## config.mk

```make
export PLATFORM = sky130hd
export DESIGN_NAME = id_stage_pipe
export DESIGN_NICKNAME = d
export VERILOG_FILES = /design/src/rtl/id_stage_pipe.sv
export SDC_FILE = /design/constraint.sdc
export NUM_CORES = 2
export LEC_CHECK = 0
export BUFFER_PORTS_ARGS = -buffer_cell sky130_fd_sc_hd__clkbuf_2
export CORE_MARGIN = 2
export CORE_UTILIZATION = 50
export CTS_CLUSTER_DIAMETER = 150
export DETAILED_ROUTE_END_ITERATION = 12
export GPL_ROUTABILITY_DRIVEN = 0
export PLACE_DENSITY_LB_ADDON = 0.25
export SLEW_MARGIN = 10
export SYNTH_ARGS = -nofsm -noshare
export SYNTH_HDL_FRONTEND = slang
export SYNTH_SLANG_ARGS = --single-unit
```

## constraint.sdc

```tcl
create_clock -name clk -period 2.7 [get_ports clk]
set_input_delay 0.54 -clock clk [delete_from_list [all_inputs] [get_ports clk]]
set_output_delay 0.54 -clock clk [all_outputs]
set_load 0.02 [all_outputs]
```

## src/rtl/id_stage_pipe.sv

```systemverilog
// id_stage_pipe: MIPS decode stage. Splits the fetched instruction, reads a
// built-in register file (with optional WB->ID bypass), detects the load-use
// hazard and registers the decoded bundle into the ID/EX pipeline register.
//
// Handshake (both sides): a transfer happens on a rising edge where valid and
// ready are both high. valid never depends on ready from the same side; the
// ID/EX register only changes when it is empty or being drained (adv).
module id_stage_pipe #(
    parameter int DATA_W    = 32,
    parameter int REG_NUM   = 32,
    parameter bit BYPASS_EN = 1'b1,
    localparam int AW       = $clog2(REG_NUM)
) (
    input  logic              clk,
    input  logic              rst,
    // IF side
    input  logic              in_valid,
    output logic              in_ready,
    input  logic [31:0]       instr,
    input  logic              flush,
    // write-back port
    input  logic              wb_w_ena,
    input  logic [AW-1:0]     wb_w_addr,
    input  logic [DATA_W-1:0] wb_w_data,
    // controller
    output logic [5:0]        op,
    output logic [5:0]        func,
    input  logic              w_dst_sel,
    input  logic              w_reg_ena,
    input  logic              rt_sel,
    input  logic              wb_sel,
    input  logic [3:0]        alu_sel,
    input  logic [3:0]        w_mem_ena,
    // ID/EX register
    output logic              out_valid,
    input  logic              out_ready,
    output logic [AW-1:0]     out_rs,
    output logic [AW-1:0]     out_rt,
    output logic [AW-1:0]     out_dst,
    output logic [DATA_W-1:0] out_rs_data,
    output logic [DATA_W-1:0] out_rt_data,
    output logic [15:0]       out_imme,
    output logic [25:0]       out_j_imme,
    output logic              out_mem_r,
    output logic              out_branch_op,
    output logic              out_j_op,
    output logic              out_w_reg_ena,
    output logic              out_rt_sel,
    output logic              out_wb_sel,
    output logic [3:0]        out_alu_sel,
    output logic [3:0]        out_w_mem_ena,
    output logic              stall
);

    localparam logic [5:0] OP_LW  = 6'b100011;
    localparam logic [5:0] OP_BEQ = 6'b000100;
    localparam logic [5:0] OP_J   = 6'b000010;

    logic [AW-1:0]     rs;
    logic [AW-1:0]     rt;
    logic [AW-1:0]     rd;
    logic [DATA_W-1:0] rs_data;
    logic [DATA_W-1:0] rt_data;
    logic [DATA_W-1:0] rf [REG_NUM];
    logic              rt_used;
    logic              hazard;
    logic              adv;

    // Field split; register fields are truncated to the register address width.
    assign op   = instr[31:26];
    assign func = instr[5:0];
    assign rs   = instr[21 +: AW];
    assign rt   = instr[16 +: AW];
    assign rd   = instr[11 +: AW];

    // Register file write port; r0 is never written so it stays zero.
    always_ff @(posedge clk or negedge rst) begin
        if (!rst) begin
            rf <= '{default: '0};
        end else if (wb_w_ena && (wb_w_addr != '0)) begin
            rf[wb_w_addr] <= wb_w_data;
        end
    end

    // rs read port: r0 forced to zero, same-cycle WB write forwarded when enabled.
    always_comb begin
        rs_data = rf[rs];
        if (rs == '0) begin
            rs_data = '0;
        end else if (BYPASS_EN && wb_w_ena && (wb_w_addr == rs)) begin
            rs_data = wb_w_data;
        end
    end

    // rt read port: same rules as rs.
    always_comb begin
        rt_data = rf[rt];
        if (rt == '0) begin
            rt_data = '0;
        end else if (BYPASS_EN && wb_w_ena && (wb_w_addr == rt)) begin
            rt_data = wb_w_data;
        end
    end

    // rt is only a real source when it feeds the ALU or supplies store data.
    assign rt_used  = (rt_sel == 1'b0) || (w_mem_ena != 4'd0);
    assign hazard   = in_valid && out_valid && out_mem_r && (out_dst != '0) &&
                      ((out_dst == rs) || ((out_dst == rt) && rt_used));
    // A flush discards the dependent instruction, so there is nothing to wait for.
    assign stall    = hazard && !flush;
    assign adv      = !out_valid || out_ready;
    assign in_ready = adv && !stall;

    // ID/EX register: load on accept, bubble on stall/idle/flush, hold on backpressure.
    always_ff @(posedge clk or negedge rst) begin
        if (!rst) begin
            out_valid     <= 1'b0;
            out_rs        <= '0;
            out_rt        <= '0;
            out_dst       <= '0;
            out_rs_data   <= '0;
            out_rt_data   <= '0;
            out_imme      <= '0;
            out_j_imme    <= '0;
            out_mem_r     <= 1'b0;
            out_branch_op <= 1'b0;
            out_j_op      <= 1'b0;
            out_w_reg_ena <= 1'b0;
            out_rt_sel    <= 1'b0;
            out_wb_sel    <= 1'b0;
            out_alu_sel   <= '0;
            out_w_mem_ena <= '0;
        end else if (adv) begin
            if (flush) begin
                out_valid <= 1'b0;
            end else if (in_valid && !stall) begin
                out_valid     <= 1'b1;
                out_rs        <= rs;
                out_rt        <= rt;
                out_dst       <= w_dst_sel ? rt : rd;
                out_rs_data   <= rs_data;
                out_rt_data   <= rt_data;
                out_imme      <= instr[15:0];
                out_j_imme    <= instr[25:0];
                out_mem_r     <= (op == OP_LW);
                out_branch_op <= (op == OP_BEQ);
                out_j_op      <= (op == OP_J);
                out_w_reg_ena <= w_reg_ena;
                out_rt_sel    <= rt_sel;
                out_wb_sel    <= wb_sel;
                out_alu_sel   <= alu_sel;
                out_w_mem_ena <= w_mem_ena;
            end else begin
                out_valid <= 1'b0;
            end
        end
    end

endmodule

```

==> run metrics <==
top layer in use=met4; most frequent cells in the layout=dfrtp_1 (1134), mux2_2 (1044), mux4_2 (448); Hold WC Path Type=primary input to register; Multi-input gate area=28200 um^2; Routed WL per cell=33.9 um; Top delay family on crit path=simple AND/OR/NAND/NOR gates; Detailed Route Iter0 Violations=4083; antenna viol nets, final=0; GR Overflow Total=0; Internal=36.0 mW; Core Rows=125; CP cell instances=or4_4 > o2111a_4 > inv_4 > nor2_4 > nor2b_2 > buf_6; setup TNS=-0.376 ns; post-synthesis sequential area ratio=48.4%; CP max stage cell=or4_4; critical path arrival=2.35 ns; fin crit period=2.89 ns; DR vias=39800; later-pin clock latency in the skew report=0.76 ns; EDFF count, synth=0; Reg power frac=45.4%; Die W=347 um; Avg Cell Area, Syn=14.9 um^2; #FFs+latches synth=1134; drt pass-1 iters=5; DRC=0; antenna violations before repair=2; Leak Pwr=29.8 nW; crit-path max FO=2; Distinct cells, synth=52; Setup CP Type=register to output port; synthesized instance count=3941; Synth Flop Type=dfrtp_1; vias in the first global route=40400; max-slew violations=0; Final nets=4249; Fillers=9150; global-route usage over all layers=32.9%; most common cell after layout, fill and taps aside=dfrtp_1; Clock Tree Buf Depth=3; first-pass GRT wire length=288000 um; worst hold margin=0.0457 ns; peak supply drop=658 uV; setup ws final=-0.189 ns; syn_nets=4028; PwrDens=736 nW/um^2; WL met1=78400 um; Clk network pwr share=33.8%; yosys warns=0; dpl hpwl=119000 um; # setup viols final=2; CP endpoint kind=output port; Comb power frac=20.9%; H-tree levels=3; largest net degree at the start of global routing=139; CTS root buf=clkbuf_16; synthesized cell area=58700 um^2; DIE AREA=120000 um^2; Sw Pwr=14.2 mW; worst path required time=2.16 ns; DIE HEIGHT=347 um; share of cells above drive strength 1=54.5%; TritonCTS clock tree=built; ys async rst share=100%; num ports=237; Tightest Pin Transition=1.16 ns; routed wire length=196000 um; I/O Buffers=236; metal2 WL=90700 um; TritonCTS Sinks=1134; Final Hold Vio Count=0; worst slack, placed=-0.332 ns; core outline area=116000 um^2; clock transition at the registers of the reported paths=0.06 ns; Switching Fraction=28.3%; Vias/cell=6.88; fmax=0.346 GHz; Clock Skews=0.0365 ns; Tcrit/Tclk final=107%; Max Cap Viol=0; met3 WL=18300 um; outcome=complete, but fails checks; failing checks=setup timing; starting density of the core=50.4%; Layout area overhead=16.2%; worst path bufs/invs=2; Startpoint Class=register; Seq. cell area=28400 um^2; CP peak stage delay=0.52 ns; CTS Buf Count=119; slew margin rel.=22.5%; RSZ-0062 raised after global routing=true
==> worst register-to-register path: stages (launching register included) <==
cell and delay [ns]:
dfrtp_1 0.39, or4_4 0.52, o2111a_4 0.31, buf_4 0.17, buf_12 0.19, a211oi_4 0.39, buf_12 0.28, a221o_1 0.24
==> stage by stage <==
step | std cells | total power, mW | util (%) | instance area, um^2
floorplan | 3941 | 29.7 | - | 58700
global placement | 5545 | 32.9 | 54.9 | 63900
detailed placement | 5545 | 33.3 | 54.9 | 63900
CTS | 5783 | 50.3 | 58.6 | 68100
global route | 5785 | 52.1 | 58.6 | 68200
finish | 5788 | 50.2 | 58.6 | 68200
==> layer usage <==
layer / track usage, % / vias up
li1: - / 15800
met1: 45.7 / 21500
met2: 50.4 / 2064
met3: 7.55 / 474
met4: 12.8 / 0
met5: 0 / -
==> synthesized netlist by cell type, drive strengths merged (22+ instances only) <==
master | instances | area (um^2)
dfrtp | 1134 | 28400
a221o | 64 | 641
mux2i | 126 | 1260
o221ai | 32 | 280
mux2 | 1044 | 11800
buf | 221 | 1420
nand2 | 88 | 330
a211oi | 58 | 445
a21oi | 51 | 255
nor2 | 22 | 82.6
clkbuf | 270 | 1030
mux4 | 448 | 10100
or4 | 33 | 248
o22ai | 162 | 1010
o21ai | 34 | 174
a22oi | 32 | 240
a22o | 31 | 272
==> layout make-up <==
cell class	instances	share of cell area (%)
Sequential cell	1134	41.6
Multi-Input combinational cell	2315	41.3
Timing Repair Buffer	591	8.36
Clock buffer	172	5.06
Tap cell	1524	2.80
Clock inverter	48	0.826
Antenna cell	3	0.0110
Inverter	1	0.00918
==> state kept, by name, summed over array words and instances, names as in the netlist <==
signal / flops
rf: 1024
out_rs_data: 32
out_rt_data: 32
out_imme: 15
out_dst: 5
out_rs: 5
out_alu_sel: 4
out_rt: 4
out_w_mem_ena: 4
out_j_imme: 2
out_branch_op: 1
out_j_op: 1
out_mem_r: 1
out_rt_sel: 1
out_valid: 1
out_w_reg_ena: 1
out_wb_sel: 1
==> worst paths after layout <==
path / to / from / cells past startpoint / slack, ns
max: in_ready / out_dst[2]$_DFFE_PN0P_ / 6 / -0.19
min: out_alu_sel[3]$_DFFE_PN0P_ / alu_sel[3] / 2 / 0.05
max reg2reg: out_rs_data[13]$_DFFE_PN0P_ / out_dst[2]$_DFFE_PN0P_ / 7 / 0.11
min reg2reg: rf[1022]$_DFFE_PN0P_ / rf[1022]$_DFFE_PN0P_ / 0 / 0.40
max in group asynchronous: rf[655]$_DFFE_PN0P_ / rst / 4 / 1.36
min in group asynchronous: out_alu_sel[3]$_DFFE_PN0P_ / rst / 2 / 0.26
==> power groups by stage <==
stage	Clock (mW)	Combinational, mW	Sequential [mW]
3_5_place_dp	0	10.4	22.9
4_1_cts	17.2	10.5	22.7
3_3_place_gp	0	10.2	22.8
5_1_grt	17.8	11.1	23.1
6_report	16.9	10.5	22.8
2_1_floorplan	0	7.27	22.4
==> cell families after synthesis <==
family / after synthesis / synth area share (%)
buffers and inverters: 492 / 4.18
xor gates and xnor gates: 20 / 0.299
muxes: 1618 / 39.4
DFF: 1134 / 48.4
AOI/OAI and AO/OA: 490 / 6.14
and+or+nand+nor: 187 / 1.63
==> what timing repair did <==
action                                 in CTS  in global routing
setup buffers                               3                  2
hold buffers                               16                  0
setup endpoints to repair                   2                  2
pin swaps                                   4                  4
gates resized for setup                     7                  4
endpoints found under the hold margin     105                  0
No activity file was read; power rests on OpenSTA's default activity.
